<file path="src/rtl/display_demux.sv">
// Recovers complete 4-digit frames from a time-multiplexed active-low anode/hex display bus.
// Define DISPLAY_DEMUX_SYNC_EN to put a two-flop synchronizer on the inputs instead of a single register.
module display_demux #(
    parameter int STABLE_CYCLES = 4
) (
    input  logic       clk_i,
    input  logic       rst_ni,
    input  logic [3:0] an_i,
    input  logic [3:0] hex_i,
    input  logic       clear_i,
    output logic [3:0] digit0_o,
    output logic [3:0] digit1_o,
    output logic [3:0] digit2_o,
    output logic [3:0] digit3_o,
    output logic       frame_valid_o,
    output logic [7:0] frame_cnt_o,
    output logic       seq_err_o,
    output logic       illegal_err_o
);

    localparam logic [7:0] STABLE_L   = 8'(STABLE_CYCLES);
    localparam logic [7:0] SAMPLE_RST = 8'hF0;

    typedef enum logic [1:0] {
        WAIT0,
        EXP1,
        EXP2,
        EXP3
    } state_t;

    typedef enum logic [2:0] {
        K_BLANK,
        K_D0,
        K_D1,
        K_D2,
        K_D3,
        K_ILLEGAL
    } kind_t;

    logic [7:0] sample;

`ifdef DISPLAY_DEMUX_SYNC_EN
    logic [7:0] sync_q1;
    logic [7:0] sync_q2;

    // NOTE: sequential state uses non-blocking assignments so every flop samples pre-edge values.
    always_ff @(posedge clk_i or negedge rst_ni) begin
        if (!rst_ni) begin
            sync_q1 <= SAMPLE_RST;
            sync_q2 <= SAMPLE_RST;
        end else begin
            sync_q1 <= {an_i, hex_i};
            sync_q2 <= sync_q1;
        end
    end

    assign sample = sync_q2;
`else
    logic [7:0] sample_q;

    // NOTE: sequential state uses non-blocking assignments so every flop samples pre-edge values.
    always_ff @(posedge clk_i or negedge rst_ni) begin
        if (!rst_ni) begin
            sample_q <= SAMPLE_RST;
        end else begin
            sample_q <= {an_i, hex_i};
        end
    end

    assign sample = sample_q;
`endif

    // Stability tracking: run counter restarts on any change of the sampled bus.
    logic [7:0] prev_q;
    logic [7:0] run_cnt_q;
    logic [7:0] run_cnt_d;
    logic       capture;

    always_comb begin
        // NOTE: every combinational output gets a default first so no latch is inferred.
        run_cnt_d = run_cnt_q;
        if (sample != prev_q) begin
            run_cnt_d = 8'd1;
        end else if (run_cnt_q != STABLE_L) begin
            run_cnt_d = run_cnt_q + 8'd1;
        end
    end

    // Fires only on the transition into saturation, so once per stable run.
    assign capture = (run_cnt_d == STABLE_L) && (run_cnt_q != STABLE_L);

    always_ff @(posedge clk_i or negedge rst_ni) begin
        if (!rst_ni) begin
            prev_q    <= SAMPLE_RST;
            run_cnt_q <= 8'd0;
        end else begin
            prev_q    <= sample;
            run_cnt_q <= run_cnt_d;
        end
    end

    kind_t kind;

    always_comb begin
        kind = K_ILLEGAL;
        case (sample[7:4])
            4'b1110: kind = K_D0;
            4'b1101: kind = K_D1;
            4'b1011: kind = K_D2;
            4'b0111: kind = K_D3;
            4'b1111: kind = K_BLANK;
            default: kind = K_ILLEGAL;
        endcase
    end

    state_t     state_q;
    state_t     state_d;
    logic [2:0] load_shadow;
    logic       commit;
    logic       seq_set;
    logic       illegal_set;

    always_ff @(posedge clk_i or negedge rst_ni) begin
        if (!rst_ni) begin
            state_q <= WAIT0;
        end else begin
            state_q <= state_d;
        end
    end

    always_comb begin
        state_d     = state_q;
        load_shadow = 3'b000;
        commit      = 1'b0;
        seq_set     = 1'b0;
        illegal_set = 1'b0;
        if (capture) begin
            case (kind)
                K_D0: begin
                    load_shadow[0] = 1'b1;
                    state_d        = EXP1;
                end
                K_D1: begin
                    if (state_q == EXP1) begin
                        load_shadow[1] = 1'b1;
                        state_d        = EXP2;
                    end else begin
                        seq_set = 1'b1;
                        state_d = WAIT0;
                    end
                end
                K_D2: begin
                    if (state_q == EXP2) begin
                        load_shadow[2] = 1'b1;
                        state_d        = EXP3;
                    end else begin
                        seq_set = 1'b1;
                        state_d = WAIT0;
                    end
                end
                K_D3: begin
                    if (state_q == EXP3) begin
                        commit  = 1'b1;
                    end else begin
                        seq_set = 1'b1;
                    end
                    state_d = WAIT0;
                end
                K_ILLEGAL: begin
                    illegal_set = 1'b1;
                    state_d     = WAIT0;
                end
                default: ;
            endcase
        end
    end

    // Shadows hold the partial frame; digit 3 bypasses them and goes straight to the output.
    logic [3:0] shadow_q [3];

    always_ff @(posedge clk_i or negedge rst_ni) begin
        if (!rst_ni) begin
            // NOTE: this tiny register array is reset explicitly because a mid-frame reset must discard it.
            for (int i = 0; i < 3; i++) begin
                shadow_q[i] <= 4'h0;
            end
        end else begin
            for (int i = 0; i < 3; i++) begin
                if (load_shadow[i]) begin
                    shadow_q[i] <= sample[3:0];
                end
            end
        end
    end

    always_ff @(posedge clk_i or negedge rst_ni) begin
        if (!rst_ni) begin
            digit0_o      <= 4'h0;
            digit1_o      <= 4'h0;
            digit2_o      <= 4'h0;
            digit3_o      <= 4'h0;
            frame_valid_o <= 1'b0;
            frame_cnt_o   <= 8'd0;
        end else begin
            frame_valid_o <= commit;
            if (commit) begin
                digit0_o    <= shadow_q[0];
                digit1_o    <= shadow_q[1];
                digit2_o    <= shadow_q[2];
                digit3_o    <= sample[3:0];
                frame_cnt_o <= frame_cnt_o + 8'd1;
            end
        end
    end

    // A new error event takes priority over a coincident clear.
    always_ff @(posedge clk_i or negedge rst_ni) begin
        if (!rst_ni) begin
            seq_err_o     <= 1'b0;
            illegal_err_o <= 1'b0;
        end else begin
            if (seq_set) begin
                seq_err_o <= 1'b1;
            end else if (clear_i) begin
                seq_err_o <= 1'b0;
            end
            if (illegal_set) begin
                illegal_err_o <= 1'b1;
            end else if (clear_i) begin
                illegal_err_o <= 1'b0;
            end
        end
    end

endmodule
</file>
<file path="config.mk">
export PLATFORM = sky130hd
export DESIGN_NAME = display_demux
export DESIGN_NICKNAME = d
export VERILOG_FILES = /design/src/rtl/display_demux.sv
export SDC_FILE = /design/constraint.sdc
export NUM_CORES = 1
export LEC_CHECK = 0
export CORE_MARGIN = 10
export CORE_UTILIZATION = 54
export DETAILED_ROUTE_END_ITERATION = 8
export MAX_ROUTING_LAYER = met4
export PLACE_DENSITY = 0.78
export SKIP_CTS_REPAIR_TIMING = 1
export SYNTH_ARGS = -nofsm -noshare
export SYNTH_HDL_FRONTEND = slang
export SYNTH_SLANG_ARGS = --single-unit
</file>
<file path="constraint.sdc">
create_clock -name clk_i -period 3.2 [get_ports clk_i]
set_input_delay 0.8 -clock clk_i [delete_from_list [all_inputs] [get_ports clk_i]]
set_output_delay 0.8 -clock clk_i [all_outputs]
set_load 0.05 [all_outputs]
</file>
==> results of run 1 <==
## area by class of cell
| cell class | instances | area, um2 |
|---|---|---|
| Tap cell | 70 | 87.6 |
| Fill cell | 369 | 1620 |
| Inverter | 5 | 18.8 |
| Multi-Input combinational cell | 140 | 1150 |
| Timing Repair Buffer | 43 | 423 |
| Clock inverter | 5 | 31.3 |
| Sequential cell | 65 | 1640 |
| Clock buffer | 11 | 141 |
## logic make-up after synthesis
family,count (synthesis),share of synthesized area [%]
AND/OR/NAND/NOR,67,14.8
flip-flops,65,57.6
multiplexers,31,13.4
XOR/XNOR,24,7.39
AO/OA/AOI/OAI,15,3.56
buffers and inverters,12,1.89
adder cells (fa/ha/maj),3,1.32
## synthesized netlist by cell type
cell type  count  area share (%)
nor4b_4        1            0.84
or4_1          3            0.79
and3_1         3            0.66
nor4_4         1            0.75
o21ai_0        3            0.53
nand3_1        6             1.1
xnor2_1        5             1.5
nand2_1       13             1.7
nand4b_1       1            0.31
clkbuf_1       5            0.66
a2bb2oi_1      1            0.31
nand2b_1       1            0.22
mux2_4         9             4.8
nand4_1        4            0.88
dfrtp_1       57              50
nor4_1        10             2.2
a21oi_1        6             1.1
inv_1          5            0.66
ha_1           3             1.3
and4_1         1            0.31
a311o_1        1            0.35
nor2_1        13             1.7
buf_6          1            0.40
mux2_2        21             8.3
nor2b_1        1            0.22
nor3_1         3            0.53
a22o_1         2            0.62
nor4_2         4             1.8
mux2i_1        1            0.35
nand3_4        1            0.62
a2111oi_2      1            0.53
dfstp_2        8             7.4
or2b_1         1            0.26
clkbuf_2       1            0.18
o21ai_1        1            0.18
xor2_1        19             5.9
## power by group
group	switching (mW)	leakage, nW	internal [mW]
logic	0.0325	0.593	0.0225
registers	0.0126	0.857	0.836
clock network	0.307	0.0891	0.299
## layout by cell type (no fill, tap or decap), types with 2 or more instances in the layout
cell,netlist,layout
clkbuf_8,0,10
nand3_1,6,6
xnor2_1,5,5
or4_1,3,3
a21oi_1,6,6
nor2_1,13,13
buf_4,0,5
inv_1,5,5
dfstp_2,8,8
clkdlybuf4s50_1,0,36
and3_1,3,3
xor2_1,19,19
o21ai_0,3,3
nor4_1,10,10
dfrtp_1,57,57
nor4_2,4,4
clkinv_2,0,3
mux2_2,21,21
nor3_1,3,3
ha_1,3,3
nand2_1,13,13
nand4_1,4,4
mux2_4,9,9
a22o_1,2,2
## worst max-delay path: cells and delay by family (launching register included)
kind	cells	cell delay [ns]
simple gates	2	1.01
mux	1	0.41
fa+ha+maj	1	0.34
compound gates	1	0.31
buf+inv	1	0.10
flops	1	0.50
## metrics by stage
step	util, %	power (mW)	area [um2]	setup slack, ns	hold slack (ns)
CTS	68.3	1.52	3490	0.401	0.410
global route	68.3	1.57	3490	0.211	0.424
detailed placement	65.0	0.920	3320	0.423	0.398
global placement	65.0	0.919	3320	0.465	0.391
finish	68.3	1.51	3490	0.411	0.412
floorplan	-	0.882	2840	0.655	0.383
## state kept, by name, indices dropped and copies added, names as in the netlist
name / cells
state_q: 2
digit1_o: 4
sample: 8
shadow_q: 12
frame_valid_o: 1
run_cnt_q: 8
prev_q: 8
frame_cnt_o: 8
digit3_o: 4
illegal_err_o: 1
seq_err_o: 1
digit2_o: 4
digit0_o: 4
## per-layer routing
layer | GRT usage, % | share of wire [%]
met3 | 2.82 | 3.7
met4 | 7.07 | 2.2
met1 | 17.3 | 46
met2 | 22.0 | 48
met5 | - | 0
## final timing paths
kind / start / end / slack, ns / cells past startpoint
max in group asynchronous: rst_ni / prev_q[5] / 1.99 / 2
worst max-delay path: run_cnt_q[0] / shadow_q[5] / 0.41 / 6
worst max register to register: run_cnt_q[0] / shadow_q[5] / 0.41 / 6
worst min register to register: sample[7] / prev_q[7] / 0.41 / 0
min in group asynchronous: rst_ni / run_cnt_q[4] / 0.52 / 1
worst min-delay path: sample[7] / prev_q[7] / 0.41 / 0
==> results.md, run 1 <==
* Clk buf depth at 2
* Seq/Total Area, Yosys at 57.6%
* First-pass GRT wire length at 9550 um
* Max-slew violations at 0
* Max incr delay on CP at 0.72 ns
* Inst Count DP at 323
* Core Area at 0.00511 mm2
* Crit path kind: reg2reg
* Rows at 26
* Vias at 1820
* Max-Cap Viols at 0
* CTS tree: built
* IO Pins at 38
* Number of DRC markers in iteration 0 at 156
* Fin Setup TNS at 0 ns
* DR pass1 iterations at 4
* Worst-Margin Slew at 0.906 ns
* Critical path fanouts, max at 8
* Status: completed
* Static leakage at 1.54 nW
* GRT overflow at 0
* Slowest-stage cell, CP: nor4_2
* DIE AREA at 0.00857 mm2
* Synthesized area per cell at 13.1 um2
* H-tree depth at 3
* Critical Path AT at 3.01 ns
* Via density at 5.37
* WL final at 5410 um
* Req. time, crit path at 3.42 ns
* Fmax at 0.359 GHz
* Fin crit share at 87.2%
* Hold Vio Cnt, Final at 0
* Diodes inserted at 0
* Netlist Area Pre-Place at 0.00284 mm2
* Nets at 278
* DRC errors left at 0
* RePlAce Congestion at 0.798
* RSZ-0062 raised after global routing: no
* Vias in the first global route at 1966
* Syn_nets at 231
* Final HPWL from detailed placement at 3840 um
* Die width at 92.6 um
* Die H at 92.6 um
* Sink Count at 65
* Port bufs at 37
* Crit path cell chain: inv_1 > ha_1 > nor4_1 > a21oi_1 > nor4_2 > mux2_2
* Wire per inst at 16.0 um
* Ratio of cells with drive above 1 in the final layout at 25.3%
* Synth cell types at 36
* GR Util All Layers at 14.2%
* Clock skew at 0.00864 ns
* Endpoints failing setup at 0
* Clock-pin transition on the worst setup and hold timing paths at 0.07 ns
* Synth Warn # at 0
* HP Class: reg2reg
* Largest net degree at the start of global routing at 34
* Starting Density at 55.7%
* Max VDD drop at 333 uV
* Clock root cell: clkbuf_8
* Initial antenna violation count at 0
* Power per standard cell area at 432 mW/mm2
* Synth-to-layout area growth at 22.8%
* Fin crit period at 2.79 ns
* Slew headroom at 39.6%
* #FFs+latches synth at 65
* Mapped Cells at 217
* Post-DRT Antenna Nets at 0
* Clock Latency Late Sink at 0.34 ns
* Crit end category: register
* CP startpoint kind: register
* CTS Buf Count at 9
* Final cell count without fillers at 339
Power figures use the tool's default switching activity.
==> run 2: changes to the inputs <==
CAP_MARGIN = 20   (was default)
==> results of run 2 <==
Final layout, timing and power as in run 1 (identical DEF).
==> run 3: changes to the inputs <==
CTS_CLUSTER_SIZE = 28   (was default)
==> results of run 3 <==
Final layout, timing and power as in run 1 (identical DEF).
